$ cat src/rtl/fetch_pc_unit.sv
// Fetch-side PC unit for the 5-stage MIPS pipeline: owns the fetch PC and the
// IF/ID register, and resolves the decode-stage redirect (branch, jr, j/jal).
// Branches are delayed, so the instruction after a redirect is never flushed.
module fetch_pc_unit #(
    parameter int unsigned           ADDR_W   = 32,
    parameter logic [ADDR_W-1:0]     RESET_PC = 32'h0000_3000
) (
    input  logic              clk,
    input  logic              reset,
    input  logic              stall,
    input  logic [1:0]        pc_control,
    input  logic [31:0]       rs_data_d,
    input  logic [31:0]       imem_rdata,
    output logic [ADDR_W-1:0] imem_addr,
    output logic [31:0]       instr_d,
    output logic [ADDR_W-1:0] pc_d,
    output logic [ADDR_W-1:0] pc8_d,
    output logic              valid_d,
    output logic              pc_align_err
);

    typedef enum logic [1:0] {
        PC_SEQ    = 2'd0,
        PC_BRANCH = 2'd1,
        PC_JR     = 2'd2,
        PC_JUMP   = 2'd3
    } pc_sel_e;

    logic [ADDR_W-1:0] pc_f;
    logic [ADDR_W-1:0] seq;
    logic [ADDR_W-1:0] pc4_d;
    logic [ADDR_W-1:0] br_off;
    logic [ADDR_W-1:0] btarget;
    logic [ADDR_W-1:0] jtarget;
    logic [ADDR_W-1:0] rtarget;
    logic [ADDR_W-1:0] npc;
    pc_sel_e           sel;
    logic              jr_misaligned;

    assign sel   = pc_sel_e'(pc_control);

    // All address arithmetic wraps silently modulo 2^ADDR_W.
    assign seq   = pc_f + ADDR_W'(4);
    assign pc4_d = pc_d + ADDR_W'(4);
    assign pc8_d = pc_d + ADDR_W'(8);

    // Word offset, sign-extended so backward branches subtract.
    assign br_off  = {{(ADDR_W-18){instr_d[15]}}, instr_d[15:0], 2'b00};
    assign btarget = pc4_d + br_off;

    // Region bits come from the delay-slot address, not from pc_d itself.
    assign jtarget = {pc4_d[ADDR_W-1:28], instr_d[25:0], 2'b00};

    // Low two bits are forced to zero; a misaligned rs is flagged separately.
    assign rtarget = ADDR_W'({rs_data_d[31:2], 2'b00});

    // A reset bubble in D must not redirect, whatever pc_control says.
    assign jr_misaligned = valid_d && (sel == PC_JR) && (rs_data_d[1:0] != 2'b00);

    assign imem_addr = pc_f;

    // Next-PC select from the decode-stage redirect code.
    always_comb begin
        // NOTE: npc gets a default before the case so no path leaves it unassigned, which would infer a latch.
        npc = seq;
        if (valid_d) begin
            unique case (sel)
                PC_SEQ:    npc = seq;
                PC_BRANCH: npc = btarget;
                PC_JR:     npc = rtarget;
                PC_JUMP:   npc = jtarget;
                default:   npc = seq;
            endcase
        end
    end

    // PC and IF/ID register: reset beats stall, stall freezes everything.
    always_ff @(posedge clk) begin
        // NOTE: registers use <= so every update in this block sees the pre-edge values of pc_f and friends.
        if (reset) begin
            pc_f         <= RESET_PC;
            instr_d      <= 32'h0;
            pc_d         <= RESET_PC;
            valid_d      <= 1'b0;
            pc_align_err <= 1'b0;
        end else if (!stall) begin
            pc_f         <= npc;
            instr_d      <= imem_rdata;
            pc_d         <= pc_f;
            valid_d      <= 1'b1;
            pc_align_err <= jr_misaligned;
        end
    end

endmodule

$ cat config.mk
export PLATFORM = sky130hd
export DESIGN_NAME = fetch_pc_unit
export DESIGN_NICKNAME = d
export VERILOG_FILES = /design/src/rtl/fetch_pc_unit.sv
export SDC_FILE = /design/constraint.sdc
export NUM_CORES = 1
export LEC_CHECK = 0
export CAP_MARGIN = 10
export CORE_ASPECT_RATIO = 0.8
export CORE_MARGIN = 2
export CORE_UTILIZATION = 45
export CTS_CLUSTER_SIZE = 8
export DETAILED_ROUTE_END_ITERATION = 8
export GPL_TIMING_DRIVEN = 0
export PLACE_DENSITY_LB_ADDON = 0.05
export SLEW_MARGIN = 0
export SYNTH_ARGS = -nofsm -noshare
export SYNTH_HDL_FRONTEND = slang
export SYNTH_SLANG_ARGS = --single-unit
export TNS_END_PERCENT = 100
$ cat constraint.sdc
create_clock -name clk -period 3.6 [get_ports clk]
set_input_delay 0.72 -clock clk [delete_from_list [all_inputs] [get_ports clk]]
set_output_delay 0.72 -clock clk [all_outputs]
set_load 0.02 [all_outputs]
==> impl_metrics.json <==
{
  "drt_pass1_iterations": 8,
  "worstPathRequired_ns": 3.89,
  "drt-total-wl_mm": 28.69,
  "async_reset_ff_share_pct": 0,
  "syn-cell-area_um2": 7485,
  "synthMuxAreaShare_pct": 9.930,
  "mostFrequentLayoutCell": "clkdlybuf4s50_1",
  "start_util_pct": 45.65,
  "post-route-period-util_pct": 103.2,
  "violations": "negative setup slack",
  "yosysWarningCount": 0,
  "synth-edff-count": 0,
  "synth_top_family_by_area": "compound AO/OA/AOI/OAI gates",
  "fin_util_pct": 65.69,
  "synth_adder_area_share_pct": 6.286,
  "period_minus_slack_ns": 3.714,
  "synthCells": 954,
  "leakagePower_nw": 4.489,
  "crit_chain": "ha_4 > nand3_4 > nor4_4 > buf_4 > and3_4 > buf_6 > nand4_1 > xnor2_2 > ha_4 > a21o_1 > a211oi_2 > nand4_1 > a21oi_2 > o21bai_1 > xor2_1 > nand3_1 > a211oi_2",
  "synth-xor-area-share_pct": 9.328,
  "synth-compound-area-share_pct": 21.31,
  "numPortBuffers": 195,
  "cap_violations": 0,
  "final_nets": 1293,
  "die-area_um2": 17690,
  "core_um2": 16400,
  "fp-row-count": 42,
  "ys_seq_area_share_pct": 26.21,
  "track_usage_pct": 31.71,
  "critPathCaptureType": "register",
  "grt_pass1_wl_mm": 43.37,
  "ir_worst_vdd_v": 0.0002275,
  "viasPerCell": 5.897,
  "die_h_um": 119.4,
  "critical_path.max_fanout": 5,
  "finalWorstSetupSlack_ns": -0.1137,
  "outcome": "finished with violations",
  "ios": 199,
  "ys.flop_type": "dfxtp_1",
  "final_cell_mix": "clkdlybuf4s50_1, nor2_1, dfxtp_1",
  "grt_max_degree": 20,
  "syn_area_per_cell_um2": 7.846,
  "worst_pin_slew_ns": 1.070,
  "postPlaceCellArea_um2": 9752,
  "hold_viol": 0,
  "vias": 8326,
  "die_w_um": 148.2,
  "dp.cells": 1369,
  "finClkSkew_ns": 0.009324,
  "cts.path.max_buffers": 2,
  "drc": 0,
  "grt_pass1_vias": 7632,
  "htreeDepth": 3,
  "yosys.area_share.simple_pct": 20.90,
  "drtAntennaViolNets": 0,
  "final_layout_size_suffix_gt1_share_pct": 15.86,
  "arrival_ns": 4.00,
  "cts_tree": "built",
  "slowest_delay_ns": 0.40,
  "n_antenna_cell": 0,
  "fmax_mhz": 269.3,
  "final_cells": 1412,
  "dp_slack_ns": -0.6565,
  "stdcell_area_um2": 10770,
  "slew_violations": 0,
  "power.density_nw_per_um2": 277.4,
  "antenna_found_initial": 0,
  "start_kind": "register",
  "clock_latency_ns": 0.36,
  "root_buffer": "clkbuf_16",
  "setup_viol": 4,
  "overflow": 0,
  "numClockSinks": 98,
  "cts_buffers": 9,
  "fillers": 1458,
  "cp_slowest_cell": "dfxtp_4",
  "path_clk_slew_ns": 0.08,
  "wl_per_cell_um": 20.32,
  "holdCritPathClass": "reg2reg",
  "drtIter0Drc": 664,
  "ys_types": 73,
  "synth_nets": 1060,
  "slew_headroom_pct": 28.58,
  "total_power_mw": 2.988,
  "ys_seq_elements": 98,
  "crit_type": "reg2reg",
  "fin_setup_tns_ns": -0.3804,
  "syn_to_final_growth_pct": 43.90,
  "whs_ns": 0.5017,
  "gp_congestion": 0.9476,
  "rsz0062_at_grt": "true",
  "dp_hpwl_mm": 21.08
}
[flip-flops by register name, indices dropped and copies added (netlist names)]
| name | flops |
|---|---|
| imem_addr | 32 |
| valid_d | 1 |
| pc_align_err | 1 |
| instr_d | 32 |
| pc_d | 32 |
[per-layer routing]
layer  up-vias  global-route usage, %  routed length (um)
li1       3892                      -                   -
met1      3907                  46.08               12960
met2       489                  45.05               11840
met3        38                  9.693                3250
met4         0                  8.750                 640
met5         -                      0                   0
[cells in the mapped netlist (all sizes together) (4+ instances only)]
library cell  number  area (um2)
nor2             134       510.5
dfxtp             98        1962
a21oi             77       385.4
nand2             77       289.0
mux2i             72       720.7
o21ai             52       260.3
clkbuf            45       241.5
nand3             45       230.2
xnor2             43       384.1
ha                36       450.4
xor2              35       314.1
a21o              27       202.7
buf               21       142.6
a31oi             20       125.1
nand4             19       118.9
and3              17       112.6
inv               17       63.81
o22ai             11       68.82
a211oi            10       75.07
nor3              10       66.32
o211ai             8       65.06
o221a              7       78.83
nand2b             5       31.28
nor4               5       50.05
a22oi              4       30.03
o211a              4       40.04
o21bai             4       30.03
or2                4       25.02
[worst max-delay path, delay by kind of cell (launching register included)]
kind | cells | cell delay, ns
AOI/OAI and AO/OA | 5 | 0.89
xor gates and xnor gates | 2 | 0.57
adders and majority gates | 2 | 0.42
buffers and inverters | 2 | 0.29
DFF | 1 | 0.40
and+or+nand+nor | 6 | 1.07
[repair_timing]
| item | 4_1_cts | 5_1_grt |
|---|---|---|
| gates resized for setup | 76 | 49 |
| pin swaps | 45 | 31 |
| setup endpoints to repair | 33 | 22 |
| hold buffers | 0 | 0 |
| gates cloned | 0 | 0 |
| buffers inserted | 32 | 8 |
[cells by family after synthesis]
logic type	after synthesis
compound gates	251
xor+xnor	78
fa+ha+maj	37
buf+inv	84
flops	98
mux	74
simple gates	332
[final cells by class]
cell class | count | area [um2] | share of cell area (%)
clock inverters | 7 | 60.06 | 0.5576
flip-flops and latches | 98 | 1994 | 18.52
multi-input cells | 772 | 5524 | 51.29
well taps | 220 | 275.3 | 2.556
plain buffers | 54 | 371.6 | 3.450
repair buffers | 234 | 2252 | 20.91
inverters | 18 | 67.56 | 0.6273
clock buffers | 9 | 225.2 | 2.091
[where the power goes]
group	switching, mW	total (mW)	internal, mW
combinational	0.425	0.795	0.370
sequential	0.0925	1.23	1.13
clock	0.484	0.966	0.482
total	1.00	2.99	1.99
[path summary, 6_finish.rpt]
check	depth (start not counted)	end	from	slack, ns
worst max-delay path	17	imem_addr[27]	pc_d[3]	-0.11
worst min register to register	2	instr_d[30]	instr_d[30]	0.50
worst min-delay path	2	instr_d[30]	instr_d[30]	0.50
worst max register to register	17	imem_addr[27]	pc_d[3]	-0.11
No activity file was read; power rests on OpenSTA's default activity.
